## config.mk

```make
export PLATFORM = sky130hd
export DESIGN_NAME = fir_sched
export DESIGN_NICKNAME = d
export VERILOG_FILES = /design/src/rtl/fir_pkg.sv /design/src/rtl/fir_addr_gen.sv /design/src/rtl/fir_sched.sv
export SDC_FILE = /design/constraint.sdc
export NUM_CORES = 1
export LEC_CHECK = 0
export ABC_CLOCK_PERIOD_IN_PS = 3370
export BUFFER_PORTS_ARGS = -buffer_cell sky130_fd_sc_hd__clkbuf_2
export CAP_MARGIN = 20
export CORE_UTILIZATION = 59
export CTS_BUF_LIST = sky130_fd_sc_hd__clkbuf_8
export DETAILED_ROUTE_END_ITERATION = 7
export GPL_ROUTABILITY_DRIVEN = 0
export HOLD_SLACK_MARGIN = 0.15
export PLACE_DENSITY = 0.82
export RECOVER_POWER = 50
export REMOVE_ABC_BUFFERS = 1
export SLEW_MARGIN = 10
export SYNTH_ARGS = -nofsm -noshare
export SYNTH_HDL_FRONTEND = slang
export SYNTH_SLANG_ARGS = --single-unit
```

## constraint.sdc

```tcl
create_clock -name aclk -period 3.37 [get_ports aclk]
set_input_delay 0.5055 -clock aclk [delete_from_list [all_inputs] [get_ports aclk]]
set_output_delay 0.5055 -clock aclk [all_outputs]
set_load 0.02 [all_outputs]
```

## src/rtl/fir_pkg.sv

```systemverilog
// Shared state type, width helpers and BRAM latency for the FIR scheduler.
package fir_pkg;

    typedef enum logic [2:0] {
        S_IDLE,
        S_CLR,
        S_LOAD,
        S_CALC,
        S_DRAIN,
        S_OUT,
        S_DONE
    } fir_sched_state_e;

    localparam int BRAM_RD_LAT = 1;

    function automatic int tap_aw(input int max_tap_num);
        return $clog2(max_tap_num);
    endfunction

    function automatic int dat_cw(input int max_data_num);
        return $clog2(max_data_num) + 1;
    endfunction

endpackage

```

## src/rtl/fir_addr_gen.sv

```systemverilog
// Circular head pointer for the data shift buffer and the (head - k) mod N read address.
module fir_addr_gen #(
    parameter int TAP_AW = 5
) (
    input  logic              aclk,
    input  logic              aresetn,
    input  logic [TAP_AW:0]   n_taps,
    input  logic              head_clr,
    input  logic              head_adv,
    input  logic [TAP_AW-1:0] k,
    output logic [TAP_AW-1:0] head,
    output logic [TAP_AW-1:0] rd_addr
);

    logic [TAP_AW-1:0] head_q, head_d;

    always_comb begin
        head_d = head_q;
        if (head_clr) begin
            head_d = '0;
        end else if (head_adv) begin
            head_d = ({1'b0, head_q} == n_taps - 1'b1) ? '0 : head_q + 1'b1;
        end
    end

    always_ff @(posedge aclk or negedge aresetn) begin
        if (!aresetn) begin
            head_q <= '0;
        end else begin
            head_q <= head_d;
        end
    end

    // Underflow adds N; taking only the low bits keeps N == 2**TAP_AW correct too.
    always_comb begin
        rd_addr = (head_q >= k) ? head_q - k : head_q + n_taps[TAP_AW-1:0] - k;
    end

    assign head = head_q;

endmodule

```

## src/rtl/fir_sched.sv

```systemverilog
// FIR engine scheduler: ap_start/ap_done run control, input stream into a circular data
// BRAM, tap/data read and MAC sequencing, output stream handshake.
// Optional FIR_SCHED_CLR_EN: zero the data buffer at the start of every run.
//
// state | meaning
// IDLE  | waiting for ap_start, ap_idle high
// CLR   | writing zeros to data addresses 0..N-1
// LOAD  | waiting for one input sample
// CALC  | tap/data reads for k = 0..N-1
// DRAIN | last read in flight; head and count advance
// OUT   | result presented until sm_tready
// DONE  | one-cycle ap_done
module fir_sched
    import fir_pkg::*;
#(
    parameter int  DATA_WIDTH   = 32,
    parameter int  MAX_TAP_NUM  = 32,
    parameter int  MAX_DATA_NUM = 1024,
    localparam int TAP_AW       = tap_aw(MAX_TAP_NUM),
    localparam int DAT_CW       = dat_cw(MAX_DATA_NUM)
) (
    input  logic                    aclk,
    input  logic                    aresetn,
    input  logic                    ap_start,
    output logic                    ap_done,
    output logic                    ap_idle,
    input  logic [TAP_AW:0]         tap_num,
    input  logic [DAT_CW-1:0]       data_num,
    input  logic                    ss_tvalid,
    output logic                    ss_tready,
    output logic                    dat_en,
    output logic [DATA_WIDTH/8-1:0] dat_we,
    output logic [TAP_AW-1:0]       dat_addr,
    output logic                    dat_wsel,
    output logic                    tap_en,
    output logic [TAP_AW-1:0]       tap_addr,
    output logic                    mac_clr,
    output logic                    mac_en,
    output logic                    sm_tvalid,
    output logic                    sm_tlast,
    input  logic                    sm_tready
);

    fir_sched_state_e       state_q, state_d;
    logic [TAP_AW:0]        n_q, n_d;
    logic [DAT_CW-1:0]      dnum_q, dnum_d;
    logic [DAT_CW-1:0]      cnt_q, cnt_d;
    logic [TAP_AW-1:0]      k_q, k_d;
    logic [BRAM_RD_LAT-1:0] rd_pipe_q, rd_pipe_d;
    logic                   head_clr, head_adv, k_last;
    logic [TAP_AW-1:0]      head, rd_addr;

    assign k_last = ({1'b0, k_q} == n_q - 1'b1);
    assign mac_en = rd_pipe_q[BRAM_RD_LAT-1];

    fir_addr_gen #(
        .TAP_AW (TAP_AW)
    ) u_addr_gen (
        .aclk     (aclk),
        .aresetn  (aresetn),
        .n_taps   (n_q),
        .head_clr (head_clr),
        .head_adv (head_adv),
        .k        (k_q),
        .head     (head),
        .rd_addr  (rd_addr)
    );

    always_ff @(posedge aclk or negedge aresetn) begin
        if (!aresetn) begin
            state_q   <= S_IDLE;
            n_q       <= '0;
            dnum_q    <= '0;
            cnt_q     <= '0;
            k_q       <= '0;
            rd_pipe_q <= '0;
        end else begin
            state_q   <= state_d;
            n_q       <= n_d;
            dnum_q    <= dnum_d;
            cnt_q     <= cnt_d;
            k_q       <= k_d;
            rd_pipe_q <= rd_pipe_d;
        end
    end

    always_comb begin
        state_d   = state_q;
        n_d       = n_q;
        dnum_d    = dnum_q;
        cnt_d     = cnt_q;
        k_d       = k_q;
        // Read data lands BRAM_RD_LAT cycles after each CALC address.
        rd_pipe_d = BRAM_RD_LAT'({rd_pipe_q, state_q == S_CALC});
        head_clr  = 1'b0;
        head_adv  = 1'b0;
        ap_idle   = 1'b0;
        ap_done   = 1'b0;
        ss_tready = 1'b0;
        dat_en    = 1'b0;
        dat_we    = '0;
        dat_addr  = '0;
        dat_wsel  = 1'b0;
        tap_en    = 1'b0;
        tap_addr  = '0;
        mac_clr   = 1'b0;
        sm_tvalid = 1'b0;
        sm_tlast  = 1'b0;

        unique case (state_q)
            S_IDLE: begin
                ap_idle = 1'b1;
                if (ap_start) begin
                    n_d      = (tap_num == '0) ? {{TAP_AW{1'b0}}, 1'b1} : tap_num;
                    dnum_d   = data_num;
                    cnt_d    = '0;
                    k_d      = '0;
                    head_clr = 1'b1;
`ifdef FIR_SCHED_CLR_EN
                    state_d  = S_CLR;
`else
                    state_d  = (data_num == '0) ? S_DONE : S_LOAD;
`endif
                end
            end
`ifdef FIR_SCHED_CLR_EN
            S_CLR: begin
                dat_en   = 1'b1;
                dat_we   = '1;
                dat_addr = k_q;
                if (k_last) begin
                    k_d     = '0;
                    state_d = (dnum_q == '0) ? S_DONE : S_LOAD;
                end else begin
                    k_d = k_q + 1'b1;
                end
            end
`endif
            S_LOAD: begin
                ss_tready = 1'b1;
                dat_addr  = head;
                if (ss_tvalid) begin
                    dat_en   = 1'b1;
                    dat_we   = '1;
                    dat_wsel = 1'b1;
                    mac_clr  = 1'b1;
                    k_d      = '0;
                    state_d  = S_CALC;
                end
            end
            S_CALC: begin
                tap_en   = 1'b1;
                dat_en   = 1'b1;
                tap_addr = k_q;
                dat_addr = rd_addr;
                if (k_last) begin
                    k_d     = '0;
                    state_d = S_DRAIN;
                end else begin
                    k_d = k_q + 1'b1;
                end
            end
            S_DRAIN: begin
                head_adv = 1'b1;
                cnt_d    = cnt_q + 1'b1;
                state_d  = S_OUT;
            end
            S_OUT: begin
                sm_tvalid = 1'b1;
                sm_tlast  = (cnt_q == dnum_q);
                if (sm_tready) begin
                    state_d = (cnt_q == dnum_q) ? S_DONE : S_LOAD;
                end
            end
            S_DONE: begin
                ap_done = 1'b1;
                state_d = S_IDLE;
            end
            default: state_d = S_IDLE;
        endcase

`ifndef FIR_SCHED_CLR_EN
        dat_wsel = 1'b1;
`endif
    end

endmodule

```

# After elaboration in Yosys (flattened, before gate mapping)
# Index checks and enable logic that the tools add are counted.
[totals]
regBits = 42
elab_cells = 71
in_bits = 22
[classes]
n_eq_ne = 12
add_sub_neg = 7
reduce_logical = 10
magnitude_cmp = 1
mux = 34
[op_table]
columns = ["cell", "n"]
rows = [
  ["2-to-1 mux 5 bit", 8],
  ["one-hot mux 11 bit (2 select lines)", 1],
  ["2-to-1 mux 3 bit", 6],
  ["one-hot mux 3 bit (5 select lines)", 1],
  ["one-hot mux 5 bit (3 select lines)", 1],
  ["== test 5 x 6 -> 1 bit", 2],
  ["adder 11 x 1 -> 11 bit (second input constant)", 1],
  ["== test 11 bit", 1],
  ["logical NOT 11 bit", 1],
  ["2-to-1 mux 1 bit", 11],
  ["2-to-1 mux 11 bit", 1],
  ["adder 5 x 1 -> 5 bit (second input constant)", 2],
  ["one-hot mux 5 bit (2 select lines)", 1],
  ["subtractor 5 bit", 2],
  ["== test 3 bit (second input constant)", 3],
  ["2-to-1 mux 4 bit", 2],
  ["== test 3 x 2 -> 1 bit (second input constant)", 2],
  ["logical NOT 6 bit", 1],
  ["2-to-1 mux 6 bit", 1],
  ["!= test 2 bit (second input constant)", 3],
  ["subtractor 6 x 1 -> 6 bit (second input constant)", 1],
  ["adder 5 bit", 1],
  [">= comparator 5 bit", 1],
  ["AND reduction 2 bit", 2],
  ["7 further kinds", 8],
]

# Logic depth before layout (Yosys ltp)
[depth]
ltp_word = 5
ltp_mapped = 11
mapped_depth_nobuf = 11

# Hierarchy
# A second synthesis with hierarchy kept.
[unflattened]
hier_cells = 376
area_unflattened_um2 = 3220.6
[by_module_without_submodules]
columns = ["mod", "area_per_inst_um2", "cells_per_inst", "seq_area_each_um2", "instances"]
rows = [
  ["fir_sched", 2243.4, 262, 925.9, 1],
  ["fir_addr_gen", 977.2, 114, 125.1, 1],
]

# Worst setup path after synthesis
# No wires, ideal clock.
[synth_path]
path_kind = "flip-flop to output port"
from = "reg u_addr_gen.head_q[1] (netlist: u_addr_gen.head[1])"
to = "out dat_addr[3]"
t_required_ns = 2.864
path_stages_with_launch = 10
slack_ns = 0.473
arrival_time_ns = 2.391
cell_sequence = "dfrtp_1 -> inv_1 -> fa_1 -> inv_1 -> ha_1 -> a21o_1 -> a21oi_1 -> xnor2_1 -> mux2i_1 -> o21ai_0"
[synth_between]
elab_chain_len = 4
elab_cells_between_ends = 6
cone_classes = "add/sub: 3; order compare: 1; mux: 2"
[synth_lines]
columns = ["item", "line_no", "rtl"]
rows = [
  ["start, declared", "fir_addr_gen.sv:15", "logic [TAP_AW-1:0] head_q, head_d;"],
  ["start signal, assigned", "fir_addr_gen.sv:28", "head_q <= '0;"],
  ["start signal, assigned", "fir_addr_gen.sv:30", "head_q <= head_d;"],
  ["adder 5 bit", "fir_addr_gen.sv:36", "rd_addr = (head_q >= k) ? head_q - k : head_q + n_taps[TAP_AW-1:0] - k;"],
  ["subtractor 5 bit", "fir_addr_gen.sv:36", ""],
  ["2-to-1 mux 5 bit (*)", "fir_addr_gen.sv:36", ""],
  ["one-hot mux 5 bit (2 select lines) (*)", "fir_sched.sv:110", "unique case (state_q)"],
  ["end, declared", "fir_sched.sv:33", "output logic [TAP_AW-1:0] dat_addr,"],
]
# Mark *: on every way between the ends. The rest lies on a longest branch, timed or not.

# Worst setup path in the final report
[layout_path]
from = "reg n_q[2]"
to = "out dat_addr[4]"
[layout_between]
elab_chain_len = 4
[layout_lines]
columns = ["item", "line_no", "rtl"]
rows = [
  ["start, declared", "fir_sched.sv:45", "logic [TAP_AW:0] n_q, n_d;"],
  ["start signal, assigned", "fir_sched.sv:79", "n_q <= n_d;"],
  ["adder 5 bit", "fir_addr_gen.sv:36", ""],
  ["subtractor 5 bit", "fir_addr_gen.sv:36", ""],
  ["2-to-1 mux 5 bit", "fir_addr_gen.sv:36", ""],
  ["one-hot mux 5 bit (2 select lines)", "fir_sched.sv:110", ""],
]
# No other way between the ends.

==> run_results.csv <==
group,metric,value,unit
detailed_routing,route.antenna.remaining_nets,0,
detailed_routing,drt-pass1-iter-count,4,
critical_path,crit_type,"reg2out",
min_path,hold_depth,3,
yosys,netlist.area_leader.share,0.346,
die,placementRows,25,
yosys,async_flop_share,1.00,
final_layout,fin_nets,443,
sta,min_period,3.23,ns
yosys,synth_cell_type_count,49,
sta,fmax,0.309,GHz
final_layout,diodes,0,
die,die_w,73.8,µm
critical_path,reg2regPathDepth,5,
clock_network,tritoncts,"yes",
die,design.portCount,46,
global_routing,grt_max_degree,43,
critical_path,end_kind,"output port",
min_path,min_path_type,"in2reg",
detailed_routing,drt_iter0_markers,133,
yosys,yosysTopAreaCell,"dfrtp_1",
global_routing,grt_pass1_vias,2579,
critical_path,cp.arrival,2.73,ns
yosys,synth_seq_area_share,0.346,
sta,fin_skew,0.00570,ns
sta,finalSetupViolCount,0,
critical_path,worst_r2r_endpoint,"u_addr_gen.head[4]",
final_layout,seqCellArea,1050,µm²
yosys,synth_most_common_cell,"nand2_1",
final_layout,drive_above_1_share,0.159,
job,drv_cap,0,
yosys,synth.cell_area,3040,µm²
final_layout,multi_input_area,1810,µm²
power,pwr_density_cell,865,nW/µm²
global_routing,grt_pass1_wl,12.3,mm
min_path,hp-start,"data_num[1]",
critical_path,ff2ff_setup_slack,0.73,ns
sta,worst_pin_slew,0.963,ns
yosys,synth-edff-count,0,
global_routing,track_usage,0.303,
detailed_routing,via_per_inst,5.81,
clock_network,clkSinkCount,42,
yosys,yosysWarnings,0,
global_routing,gr-total-overflow,0,
detailed_routing,num_vias,2733,
sta,final.setup.tns,0,ns
final_layout,nFillCells,385,
yosys,syn_inst,360,
sta,rsz0062_at_grt,"false",
yosys,ys_seq_elements,42,
placement,portBuffers,44,
die,initial_core_util,0.627,
clock_network,worstSkewPairLatency,0.30,ns
detailed_routing,drc_errors,0,
clock_network,cts_made_buffers,5,
placement,post-dp-hpwl,5.48,mm
critical_path,crit_required,2.86,ns
detailed_routing,finalWirelength,7.32,mm
clock_network,cts_max_level,2,
sta,min_period_over_period,0.959,
yosys,synth_commonest_cells,"nand2_1, dfrtp_1, inv_1, o21ai_0, xnor2_1",
status,run_status,"finished, final reports clean",
yosys,synth_area_leaders,"dfrtp_1, nand2_1, xnor2_1",
power,power,2.97,mW
clock_network,clockBufferDepth,2,
die,die_area,5450,µm²
power,ir_worst_vdd,0.000590,V
final_layout,area_growth,12.7,%
min_path,worstHoldEndpoint,"dnum_q[1]",
global_routing,antenna_found_initial,0,
critical_path,start_kind,"register",
detailed_routing,avgRoutedWirePerCell,15.6,µm
yosys,avgSynthCellArea,8.45,µm²
critical_path,r2r-start,"state_q[0]",
clock_network,path_clk_slew,0.08,ns
sta,hold_viol,0,
power,p_leak,1.60,nW
yosys,ys.flop_type,"dfrtp_1",
sta,slew_headroom,0.358,
die,die_h,73.8,µm
clock_network,cts_root_buffer,"clkbuf_8",
sta,finalMaxSlewViolations,0,
die,core_region_area,4850,µm²
critical_path,path_max_fanout,4,
## stage by stage
step | hold WS [ns] | instance area (µm²) | setup WS (ns) | cells | utilization
3_5_place_dp | 0.485 | 3290 | 0.389 | 460 | 0.679
2_1_floorplan | 0.210 | 2970 | 0.473 | 346 | -
4_1_cts | 0.404 | 3400 | 0.0443 | 468 | 0.702
3_3_place_gp | 0.481 | 3290 | 0.449 | 460 | 0.679
6_report | 0.414 | 3430 | 0.138 | 470 | 0.707
5_1_grt | 0.401 | 3430 | 0.00144 | 470 | 0.707
## kinds of logic (layout without fill, tap and decap cells)
logic type / after synthesis / after routing / share of synthesized area
adder cells (fa/ha/maj): 19 / 19 / 0.0905
multiplexers: 9 / 9 / 0.0304
other: 1 / 1 / 0.00123
AND/OR/NAND/NOR: 147 / 147 / 0.229
buffers and inverters: 43 / 86 / 0.0609
XOR/XNOR: 37 / 37 / 0.109
flip-flops: 42 / 42 / 0.346
AO/OA/AOI/OAI: 62 / 62 / 0.133
## layout by cell type, fill, tap and decap left out, types with 3 or more instances in the layout
| cell type | n |
|---|---|
| o211ai_1 | 3 |
| clkbuf_2 | 41 |
| nand4_1 | 7 |
| nor3_1 | 10 |
| nand2_1 | 67 |
| o21a_1 | 3 |
| clkbuf_8 | 5 |
| nand3_1 | 17 |
| dfrtp_2 | 3 |
| o21ai_0 | 25 |
| xor2_1 | 11 |
| and3_1 | 3 |
| and2_1 | 4 |
| inv_1 | 29 |
| dfrtp_1 | 39 |
| nor4_1 | 4 |
| a22o_1 | 3 |
| fa_1 | 5 |
| xnor2_1 | 25 |
| clkbuf_1 | 4 |
| mux2i_1 | 7 |
| nor2_1 | 22 |
| ha_1 | 14 |
| a21oi_1 | 9 |
## layout make-up
class                   count  area share
multi-input cells         275       0.527
flip-flops and latches     42       0.308
repair buffers             49      0.0774
inverters                  29      0.0318
well taps                  67      0.0245
clock buffers               5      0.0201
clock inverters             3      0.0120
## report_power, final
part / total, mW / internal, mW / switching, mW
sequential: 0.850 / 0.648 / 0.202
combinational: 1.72 / 0.716 / 1.01
clock: 0.394 / 0.218 / 0.176
## worst max path at each step
stage,startpoint,end,depth (start not counted)
after global placement,u_addr_gen.head[1],dat_addr[4],9
after global routing,k_q[0],dat_addr[4],11
after detailed placement,u_addr_gen.head[1],dat_addr[4],9
after floorplan,u_addr_gen.head[1],dat_addr[3],9
final,n_q[2],dat_addr[4],10
after CTS,u_addr_gen.head[1],dat_addr[4],9
## registers in the layout, indices dropped and copies added, names as in the netlist
register,cells
cnt_q,11
dnum_q,11
n_q,6
k_q,5
u_addr_gen.head,5
state_q,3
mac_en,1
## worst max-delay path, cell delays in order (launching register included)
cell	delay, ns
dfrtp_1	0.44
inv_1	0.10
fa_1	0.54
inv_1	0.04
ha_1	0.33
nor2b_1	0.15
o21a_1	0.17
o21ai_0	0.14
nand3b_1	0.09
a32o_1	0.28
clkbuf_2	0.15
## repair_timing
| item | 4_1_cts | 5_1_grt |
|---|---|---|
| resized for setup | 0 | 4 |
| endpoints found under the hold margin | 0 | 8 |
| setup buffers | 0 | 0 |
| hold buffers | 0 | 1 |
| setup endpoints to repair | 0 | 2 |
## layer usage
metal / wire length [µm] / share of wire / track usage
met2: 3510 / 0.48 / 0.483
met5: 0 / 0 / 0
met4: 190 / 0.026 / 0.120
met3: 436 / 0.060 / 0.0741
met1: 3190 / 0.44 / 0.395
No activity file was read; power rests on OpenSTA's default activity.
